## src/rtl/keypad_scan.sv

```systemverilog
// keypad_scan: 4x3 keypad column scanner with whole-frame debounce and one-shot key reporting.
module keypad_scan #(
   parameter int SCAN_DIV     = 25000,
   parameter int DEBOUNCE_CNT = 20
) (
   input  logic       clk,
   input  logic       reset,
   input  logic [3:0] key_row,
   output logic [2:0] key_col,
   output logic [3:0] key_code,
   output logic       key_valid,
   output logic       key_pressed
);
   localparam int DW = $clog2(SCAN_DIV);
   localparam logic [3:0] NONE = 4'hF;
   typedef enum logic {RELEASED, PRESSED} state_t;
   state_t      state;
   logic [3:0]  row_m, row_s, prev, cand, hits;
   logic [DW-1:0] div;
   logic [1:0]  col;
   logic [7:0]  snap, cnt, cnt_nxt;
   logic [11:0] bits;
   logic        tick, frame_end;
   function automatic logic [3:0] code_of(input int r, input int c);
      return r < 3 ? 4'(r * 3 + c + 1) : (c == 0 ? 4'd10 : c == 1 ? 4'd0 : 4'd11);
   endfunction
   assign tick = div == DW'(SCAN_DIV - 1);
   assign frame_end = tick && col == 2'd2;
   // column 2 is taken live from the synchroniser on the frame-end tick
   assign bits = {row_s, snap};
   always_comb begin
      cand = NONE;
      hits = '0;
      for (int c = 0; c < 3; c++)
         for (int r = 0; r < 4; r++)
            if (bits[c * 4 + r]) begin
               hits = hits + 4'd1;
               cand = code_of(r, c);
            end
      cand = hits == 4'd1 ? cand : NONE;
      cnt_nxt = cand == prev ? (cnt == 8'(DEBOUNCE_CNT) ? cnt : cnt + 8'd1) : 8'd0;
   end
   always_ff @(posedge clk or negedge reset)
      if (!reset) begin
         row_m       <= '0;
         row_s       <= '0;
         div         <= '0;
         col         <= '0;
         snap        <= '0;
         prev        <= NONE;
         cnt         <= '0;
         state       <= RELEASED;
         key_col     <= 3'b001;
         key_code    <= 4'hF;
         key_valid   <= 1'b0;
         key_pressed <= 1'b0;
      end else begin
         row_m     <= key_row;
         row_s     <= row_m;
         key_valid <= 1'b0;
         div       <= tick ? '0 : div + DW'(1);
         if (tick) begin
            col     <= col == 2'd2 ? 2'd0 : col + 2'd1;
            key_col <= {key_col[1:0], key_col[2]};
            if (col != 2'd2) snap[{col[0], 2'b00} +: 4] <= row_s;
         end
         if (frame_end) begin
            prev <= cand;
            cnt  <= cnt_nxt;
            if (cnt_nxt == 8'(DEBOUNCE_CNT)) begin
               if (state == RELEASED && cand != NONE) begin
                  state       <= PRESSED;
                  key_code    <= cand;
                  key_valid   <= 1'b1;
                  key_pressed <= 1'b1;
               end else if (state == PRESSED && cand == NONE) begin
                  state       <= RELEASED;
                  key_pressed <= 1'b0;
               end
            end
         end
      end
endmodule

```

## config.mk

```make
export PLATFORM = sky130hd
export DESIGN_NAME = keypad_scan
export DESIGN_NICKNAME = d
export VERILOG_FILES = /design/src/rtl/keypad_scan.sv
export SDC_FILE = /design/constraint.sdc
export NUM_CORES = 1
export LEC_CHECK = 0
export BUFFER_PORTS_ARGS = -buffer_cell sky130_fd_sc_hd__clkbuf_2
export CORE_UTILIZATION = 55
export DETAILED_ROUTE_END_ITERATION = 8
export GPL_TIMING_DRIVEN = 0
export HOLD_SLACK_MARGIN = 0.12
export PLACE_DENSITY = 0.75
export SLEW_MARGIN = 0
export SYNTH_ARGS = -nofsm -noshare
export SYNTH_HDL_FRONTEND = slang
export SYNTH_SLANG_ARGS = --single-unit
```

## constraint.sdc

```tcl
create_clock -name clk -period 7.2 [get_ports clk]
set_input_delay 0.36 -clock clk [delete_from_list [all_inputs] [get_ports clk]]
set_output_delay 0.36 -clock clk [all_outputs]
set_load 0.1 [all_outputs]
```

# == Yosys cells after proc, flatten, opt, wreduce, memory -nomap -nowiden ==
# Cells that the tools add are included.
# classes
add_sub_neg,15
eq_ne,9
shift,2
n_mux,35
bitwise_logic,1
reduce_logical,7
# op_table
operator,count
$mux 4,24
$add 4x1->4 const B,11
$eq 8x5->1 const B,2
$mux 8,2
$add 15x1->15 const B,1
$eq 15x15->1 const B,1
$mux 15,1
$add 8x1->8 const B,1
$bwmux 8,1
$shift 4x5->8 const A,1
$shiftx 4x5->8,1
$mux 1,6
$reduce_and 3->1,2
$neg 3->5,1
$eq 4x1->1 const B,1
$eq 4x4->1,1
$eq 4x4->1 const B,1
$ne 4x4->1 const B,1
$logic_and 1x1->1,3
$add 2x1->2 const B,1
$eq 2x2->1 const B,1
$mux 2,1
$ne 2x2->1 const B,1
$reduce_and 2->1,1
other kinds (2),2
# word_totals
ff_bits,54
output_inout_bits,9
wordCells,80

# == Logic depth before layout (Yosys ltp) ==
# Gate-level depths: netlist (run 1).
# depth
word_depth,30
mapped_depth,40

# == Worst setup path after synthesis (run 1) ==
# Ideal clock, no wire load.
# synth_path
kind,register to register
start,reg snap[0]
end,reg key_code[0]
setup_time_ns,0.082
arrival_ns,7.261
slack_ns,-0.143
stages_incl_launch_ff,38
path_buffers,0
cell_sequence,dfrtp_1 -> inv_1 -> ha_1 -> xnor3_2 -> inv_1 -> ha_1 -> nand2_1 -> o311ai_1 -> ha_1 -> mux2_2 -> ha_1 -> inv_1 -> a21oi_1 -> o31ai_1 -> inv_1 -> ha_1 -> nand2_1 -> o21ai_0 -> (+2 left out) -> ha_1 -> mux2i_1 -> o41ai_2 -> ha_1 -> mux2_2 -> ha_1 -> inv_1 -> o211ai_1 -> o31ai_1 -> o221a_2 -> o211ai_2 -> o31ai_1 -> ha_1 -> inv_1 -> nor3_1 -> nand4_1 -> nor4_2 -> mux2_2
# synth_between
elab_chain_cells,29
elab_cells_between_ends,43
classes_between,add/sub: 11; eq/ne: 4; mux: 26; reduce/logical: 2
# synth_lines
item,line,source
from (decl),21,"logic [7:0] snap, cnt, cnt_nxt;"
"from (signal, indexed assignment)",65,"if (col != 2'd2) snap[{col[0], 2'b00} +: 4] <= row_s;"
$mux 1,36,if (bits[c * 4 + r]) begin
$add 4x1->4,37,hits = hits + 4'd1;
$mux 4,36,
$add 4x1->4,37,
$mux 4,36,
$add 4x1->4,37,
$mux 4,36,
$add 4x1->4,37,
(+13 left out),--,
$add 4x1->4,37,
$mux 4,36,
$eq 4x1->1,40,cand = hits == 4'd1 ? cand : NONE;
$mux 4 *,40,
$eq 4x4->1,41,cnt_nxt = cand == prev ? (cnt == 8'(DEBOUNCE_CNT) ? cnt : cnt + 8'd1) : 8'd0;
$mux 8,41,
$eq 8x5->1,70,if (cnt_nxt == 8'(DEBOUNCE_CNT)) begin
$reduce_and 3->1 (no source line),--,
to (signal assigned),73,key_code <= cand;
to (decl),10,"output logic [3:0] key_code,"
# Mark *: on every way between the ends. The rest lies on a longest branch, timed or not.
# A chain may end at the register's enable or synchronous reset.

# == Final worst setup path (run 1) ==
# layout_path
start,reg snap[1]
end,reg key_code[0]
# layout_between
elab_chain_cells,27
elab_cells_between_ends,40
classes_between,add/sub: 10; eq/ne: 4; mux: 24; reduce/logical: 2
# layout_lines
item,line
$mux 4,36
$add 4x1->4,37
$mux 4,36
$add 4x1->4,37
$mux 4,36
$add 4x1->4,37
$mux 4,36
$add 4x1->4,37
(+11 left out),--
$add 4x1->4,37
$mux 4,36
$eq 4x1->1,40
$mux 4 *,40
$eq 4x4->1,41
$mux 8,41
$eq 8x5->1,70
$reduce_and 3->1 (no source line),--
# Marks and branches as above.

==> summary.txt, run 1 <==
Power
  – NetSw: roughly 0.16 mW
  – Max IR drop VDD: approximately 100 µV
  – Leakage: roughly 2 nW
  – Switching share of power: between 20% and 30%
  – Reg power frac: 54.1%
  – Power, Total: ~0.57 mW
  – Int Power: 0.410 mW
  – Clock Power Share: about 33%
  – Pwr/cell area: between 100 and 150 nW/µm²
  – Combinational power share: 13.4%

Worst setup path
  – Worst path max stage delay: 0.41 ns
  – Critical path launch point type: flip-flop
  – Crit Path Class: flip-flop to flip-flop
  – Slack of the worst reg-to-reg path: -0.15 ns
  – Max FO, Critical Path: 5
  – CP Capture Type: flip-flop
  – Slowest CP cell: dfrtp_1
  – Worst path required time: roughly 7.5 ns
  – CP most frequent cell: ha_4
  – WP data arrival: between 7 and 8 ns

Logic synthesis
  – Sequential share of the synthesized area: a little under two fifths
  – #FFs+latches synth: 54
  – Synth async-reset ratio: 100%
  – Library cells used by synthesis: between 60 and 70
  – Synth top area share: 30.7%
  – Syn Inst Count: 389
  – Mean post-synth cell area: ~9.4 µm²
  – Largest cells by area after synthesis: dfrtp_1 (31%), dfstp_2 (6.4%), ha_1 (5.5%)
  – Netlist Area Pre-Place: 3670 µm²
  – YS warnings: 0
  – Net Count, Synth: 411
  – Post-synth top area cell: dfrtp_1
  – Post-synth EDFFs: 0
  – Top_reg_cell synth: dfrtp_1

Timing
  – Final Critical Period: around 7.3 ns
  – Slew margin rel.: around two fifths
  – RSZ-0062 raised after global routing: yes
  – Final setup violation count: 4
  – Final hold viol count: 0
  – Setup ws final: -0.147 ns
  – Max Clk Rate: 0.136 GHz
  – Worst slew pin tran: 0.865 ns
  – TNS Setup: -0.582 ns
  – Crit share post-route: 102%
  – Slew Viols, Final: 0
  – Clk_skew: 0.00860 ns

Global route
  – Tot GR Track Use: a little under a quarter
  – First-pass GRT wire length: roughly 14000 µm
  – Grt total ovfl: 0
  – Number of global-route vias before repair: between 3000 and 4000
  – Pin count of the biggest net entering global routing: between 50 and 60
  – Initial antenna violation count: 0

Outcome
  – Outcome: finished, violations left
  – Failing checks: setup timing

Drt
  – DR pass1 iterations: 4
  – Vias: between 3000 and 4000
  – DRC viols: 0
  – WL final: about 8400 µm
  – DRT iter0 DRCs: 176
  – Vias per cell: about 5.7
  – Routed len/inst: about 15 µm
  – Post-route ant nets: 0

Die
  – Chip height: about 84 µm
  – Die area: between 6000 and 7000 µm²
  – Die X: around 84 µm
  – Core Area: approximately 6400 µm²
  – # rows: 29
  – # IOs: 15
  – Initial core utilization: about 57%

Placement
  – Routability cong.: just over 0.8
  – Detail Placement HPWL: between 5000 and 6000 µm
  – Port bufs: 14

Clock tree
  – CTS tree: yes
  – Worst-skew pair later-pin latency: ~0.32 ns
  – Clk sinks: 54
  – CTS Root Cell: clkbuf_8
  – H-tree depth: 2
  – Num CTS Buffers: 5
  – Worst-path clk slew: ~0.11 ns
  – Worst-case clock buffer depth: 2

Layout
  – Ant diodes: 0
  – Filler Cell Count: 420
  – Layout cells sized above 1: about 35%
  – Area grow syn2layout: 29.5%
  – Final #Nets: a little under 500

Min path
  – Worst Hold Class: input port to flip-flop

Job
  – Number of max-cap violations: 0
-- registers in the layout, indices dropped and copies added (netlist names) --
signal     flops
div           15
prev           4
key_code       4
row_s          4
key_valid      1
row_m          4
key_col        3
col            2
cnt            8
snap           8
state          1
-- power groups by stage --
stage                     clock network, mW  logic, mW  registers (mW)
after detailed placement                  0     0.0527           0.313
after global placement                    0     0.0516           0.313
after CTS                             0.187     0.0590           0.307
after floorplan                           0     0.0371           0.312
after global routing                  0.201     0.0831           0.307
final                                 0.185     0.0764           0.307
-- logic make-up after synthesis --
logic type / synth area share [%]
DFF: 37.2
AOI/OAI and AO/OA: 13.5
adders and majority gates: 5.46
buffers and inverters: 4.40
and+or+nand+nor: 21.7
muxes: 5.12
xor gates and xnor gates: 12.7
-- layout by cell type, fill, tap and decap left out, types with 9 or more instances in the layout --
master	Yosys	routed
xor2_1	13	11
clkbuf_2	0	13
nor3_1	11	10
nand3_1	19	19
inv_1	18	12
o21ai_0	17	13
dfrtp_1	45	45
nand2_1	42	38
buf_4	2	55
clkbuf_1	10	10
dfstp_2	9	9
a21oi_1	15	12
nor2_1	30	29
nand4_1	9	9
xnor2_1	20	20
-- final timing paths --
kind | from | end | cells after the start
hold / removal | key_row[1] | row_m[1] | 1
setup reg to reg | snap[1] | key_code[0] | 40
max in group asynchronous | reset | key_col[0] | 3
hold reg to reg | row_m[1] | row_s[1] | 0
min in group asynchronous | reset | cnt[2] | 2
setup / recovery | snap[1] | key_code[0] | 40
-- worst max-delay path, delay by kind of cell (launching register included) --
family	cells	cell delay, ns
fa+ha+maj	11	2.83
buf+inv	6	0.49
flops	1	0.41
mux	5	1.29
xor+xnor	1	0.19
simple gates	7	0.89
compound gates	10	1.17
-- routing by layer --
metal	share of wire [%]	track usage, %	vias up
met3	2.4	3.76	17
met5	0	0	-
met4	1.8	8.63	0
li1	-	-	1552
met1	46	31.6	1498
met2	49	39.6	50
-- stage by stage --
step	std cells	hold WS, ns	worst slack [ns]	area, µm²	utilization [%]
finish	545	0.139	-0.147	4750	74.4
global route	545	0.128	-0.391	4750	74.4
CTS	529	0.139	0.000632	4460	69.8
detailed placement	480	0.335	-0.874	3970	62.2
global placement	480	0.334	-0.641	3970	62.2
floorplan	389	0.0644	-0.0782	3800	-
-- cells in the mapped netlist, drive strengths merged (4+ instances only) --
cell type / instances
o211ai: 5
nand2: 42
a31oi: 6
mux2: 14
xnor2: 21
nor4: 4
a21oi: 15
nor3: 12
nand3: 19
o31ai: 8
nor2: 30
dfrtp: 45
o21ai: 17
clkbuf: 10
or3: 6
nor4b: 4
dfstp: 9
inv: 19
ha: 16
or4: 4
nand3b: 4
xor2: 15
nand4: 9
buf: 10
-- layout make-up --
cell class	instances	area [µm²]	area share, %
flip-flops and latches	54	1360	28.7
well taps	77	96.3	2.03
multi-input cells	296	2510	52.8
inverters	19	71.3	1.50
clock buffers	5	68.8	1.45
clock inverters	3	28.8	0.606
plain buffers	20	98.8	2.08
repair buffers	71	514	10.8
-- repair_timing --
action                                 4_1_cts  5_1_grt
gates resized for setup                     14       30
pin swaps                                   14       25
gates cloned                                 0        1
setup endpoints to repair                   14       14
hold buffers                                 0        1
setup buffers                               41       15
endpoints found under the hold margin        0       12
Power figures use the tool's default switching activity.
==> inputs of run 2 (changes only) <==
--- a/config.mk
+++ b/config.mk
@@ -11,7 +11,8 @@
 export GPL_TIMING_DRIVEN = 0
 export HOLD_SLACK_MARGIN = 0.12
 export PLACE_DENSITY = 0.75
-export SLEW_MARGIN = 0
+export SETUP_SLACK_MARGIN = 0.05
+export SLEW_MARGIN = 40
 export SYNTH_ARGS = -nofsm -noshare
 export SYNTH_HDL_FRONTEND = slang
 export SYNTH_SLANG_ARGS = --single-unit
==> run 2 against run 1 <==
- cell count grew 0.92%
- cell area grew 2.3%
- worst hold slack lost 0.061 ns
- largest power group unchanged
- wire length grew 3.5%
- the flow still finishes with violations (setup timing)
- critical endpoint is now key_code[2]
==> summary.txt, run 2 (synthesis gave the netlist of run 1 again) <==
Clock tree
  – CTS Root Cell: clkbuf_8
  – Worst-skew pair later-pin latency: a little over 0.3 ns
  – Worst-path clk slew: ~0.11 ns
  – Worst-case clock buffer depth: 2
  – Clk sinks: 54
  – H-tree depth: 2
  – CTS tree: yes
  – Num CTS Buffers: 5

Global route
  – First-pass GRT wire length: between 10000 and 15000 µm
  – Pin count of the biggest net entering global routing: 55
  – Tot GR Track Use: 25.0%
  – Initial antenna violation count: 0
  – Number of global-route vias before repair: about 3100
  – Grt total ovfl: 0

Worst setup path
  – Crit Path Class: flip-flop to flip-flop
  – FF-to-FF path depth: 40
  – Slowest CP cell: dfrtp_1
  – Worst path required time: around 7.4 ns
  – CP Capture Type: flip-flop
  – WP data arrival: between 7 and 8 ns
  – Worst path max stage delay: 0.40 ns
  – Critical path launch point type: flip-flop
  – Max FO, Critical Path: 4
  – CP most frequent cell: ha_4

Timing
  – Setup ws final: -0.0994 ns
  – Final Critical Period: 7.30 ns
  – Slew margin rel.: 51.5%
  – Max Clk Rate: roughly 0.14 GHz
  – Final setup violation count: 4
  – Slew Viols, Final: 0
  – RSZ-0062 raised after global routing: yes
  – Clk_skew: 0.00831 ns
  – Final hold viol count: 0
  – Worst slew pin tran: 0.723 ns
  – Crit share post-route: 101%

Drt
  – Post-route ant nets: 0
  – WL met3: between 200 and 250 µm
  – Met1 wire length: between 3000 and 4000 µm
  – Vias per cell: between 5 and 6
  – WL final: 8700 µm
  – Top sig layer: met4
  – Vias: 3187
  – Routed len/inst: roughly 16 µm
  – DRC viols: 0
  – Routed wl met2: about 4300 µm
  – DRT iter0 DRCs: approximately 180
  – DR pass1 iterations: 6

Placement
  – Routability cong.: between 0.8 and 0.9
  – Cell count after placement: 480
  – Post-DP Area: 3970 µm²
  – Pre-CTS setup slack: -0.875 ns
  – Detail Placement HPWL: 5100 µm
  – Port bufs: 14

Power
  – Clock Power Share: about a third
  – Int Power: 0.415 mW
  – Max IR drop VDD: 108 µV
  – Switching share of power: a little over a quarter
  – Reg power frac: between 50% and 60%
  – Leakage: about 2.1 nW
  – NetSw: ~0.16 mW
  – Pwr/cell area: approximately 120 nW/µm²
  – Combinational power share: between 10 and 15%

Outcome
  – Failing checks: setup timing
  – Outcome: finished, violations left

Layout
  – Final #Nets: ~500
  – Finished Layout Cells: 550
  – Largest registers: div x15, cnt x8, snap x8
  – Ant diodes: 0
  – Utilization after layout: 76.1%
  – Area grow syn2layout: 32.4%
  – Layout cells sized above 1: 38.3%
  – Largest register FFs: 15
  – Filler Cell Count: 405
  – Reg with most FFs: div
  – Most common cell after layout, fill and taps aside: buf_4
  – Final Cell Area: between 4000 and 5000 µm²
  – Commonest non-fill, non-tap cells in the layout: buf_4 (64), dfrtp_1 (45), nand2_1 (38)

Die
  – Die X: approximately 84 µm
  – Chip height: between 80 and 90 µm
  – Die area: about 7000 µm²
  – # IOs: 15
  – # rows: 29
  – Core Area: 6390 µm²
  – Initial core utilization: a little under three fifths

Job
  – Number of max-cap violations: 0

Min path
  – Worst Hold Class: input port to asynchronous set/reset pin
run 2: changes by cell type in the layout (fill, tap and decap cells not counted), sizes merged:
| cell | before | now |
|---|---|---|
| buf | 66 | 73 |
| dlygate4sd3 | 1 | 0 |
| clkbuf | 29 | 28 |
run 2: path summary, 6_finish.rpt:
| check | start | endpoint | slack, ns |
|---|---|---|---|
| max | snap[0] | key_code[2] | -0.1 |
| min | reset | cnt[5] | 0.08 |
| max reg2reg | snap[0] | key_code[2] | -0.1 |
| min reg2reg | row_m[1] | row_s[1] | 0.36 |
| max in group asynchronous | reset | snap[1] | 6.68 |
| min in group clk | key_row[1] | row_m[1] | 0.15 |
run 2: area by class of cell:
class | instances | area (µm²) | area share (%)
plain buffers | 20 | 105 | 2.16
clock buffers | 5 | 68.8 | 1.42
clock inverters | 3 | 28.8 | 0.592
inverters | 19 | 71.3 | 1.47
multi-input cells | 296 | 2580 | 53.1
flip-flops and latches | 54 | 1360 | 28.1
well taps | 77 | 96.3 | 1.98
repair buffers | 76 | 546 | 11.2
run 2: power groups by stage:
| stage | logic [mW] | registers [mW] | clock network (mW) |
|---|---|---|---|
| 6_report | 0.0822 | 0.307 | 0.182 |
| 5_1_grt | 0.0894 | 0.307 | 0.200 |
| 4_1_cts | 0.0607 | 0.307 | 0.185 |
| 3_5_place_dp | 0.0527 | 0.313 | 0 |
| 3_3_place_gp | 0.0516 | 0.313 | 0 |
| 2_1_floorplan | 0.0371 | 0.312 | 0 |
run 2: timing repair:
item / CTS / global route
gates resized for setup: 19 / 43
pin swaps: 15 / 35
hold buffers: 0 / 0
endpoints found under the setup margin: 14 / 14
cloned: 0 / 1
buffers inserted: 45 / 18
run 2: worst max-delay path, delay by kind of cell (launching register included):
| family | cells | cell delay [ns] |
|---|---|---|
| xor+xnor | 1 | 0.19 |
| simple gates | 6 | 0.82 |
| compound gates | 11 | 1.20 |
| mux | 5 | 1.30 |
| buf+inv | 6 | 0.49 |
| flops | 1 | 0.40 |
| fa+ha+maj | 11 | 2.84 |
run 2: per-stage QoR:
step           power (mW)  hold slack (ns)  setup TNS, ns
6_report            0.572           0.0776         -0.383
3_3_place_gp        0.364            0.334          -4.44
5_1_grt             0.597            0.135          -2.17
4_1_cts             0.553            0.139              0
2_1_floorplan       0.349           0.0644         -0.313
3_5_place_dp        0.365            0.335          -7.56
run 2: per-layer routing:
metal  up-vias  GRT usage [%]
li1       1550              -
met1      1545           34.0
met2        76           40.9
met3        16           3.76
met4         0           8.63
met5         -              0
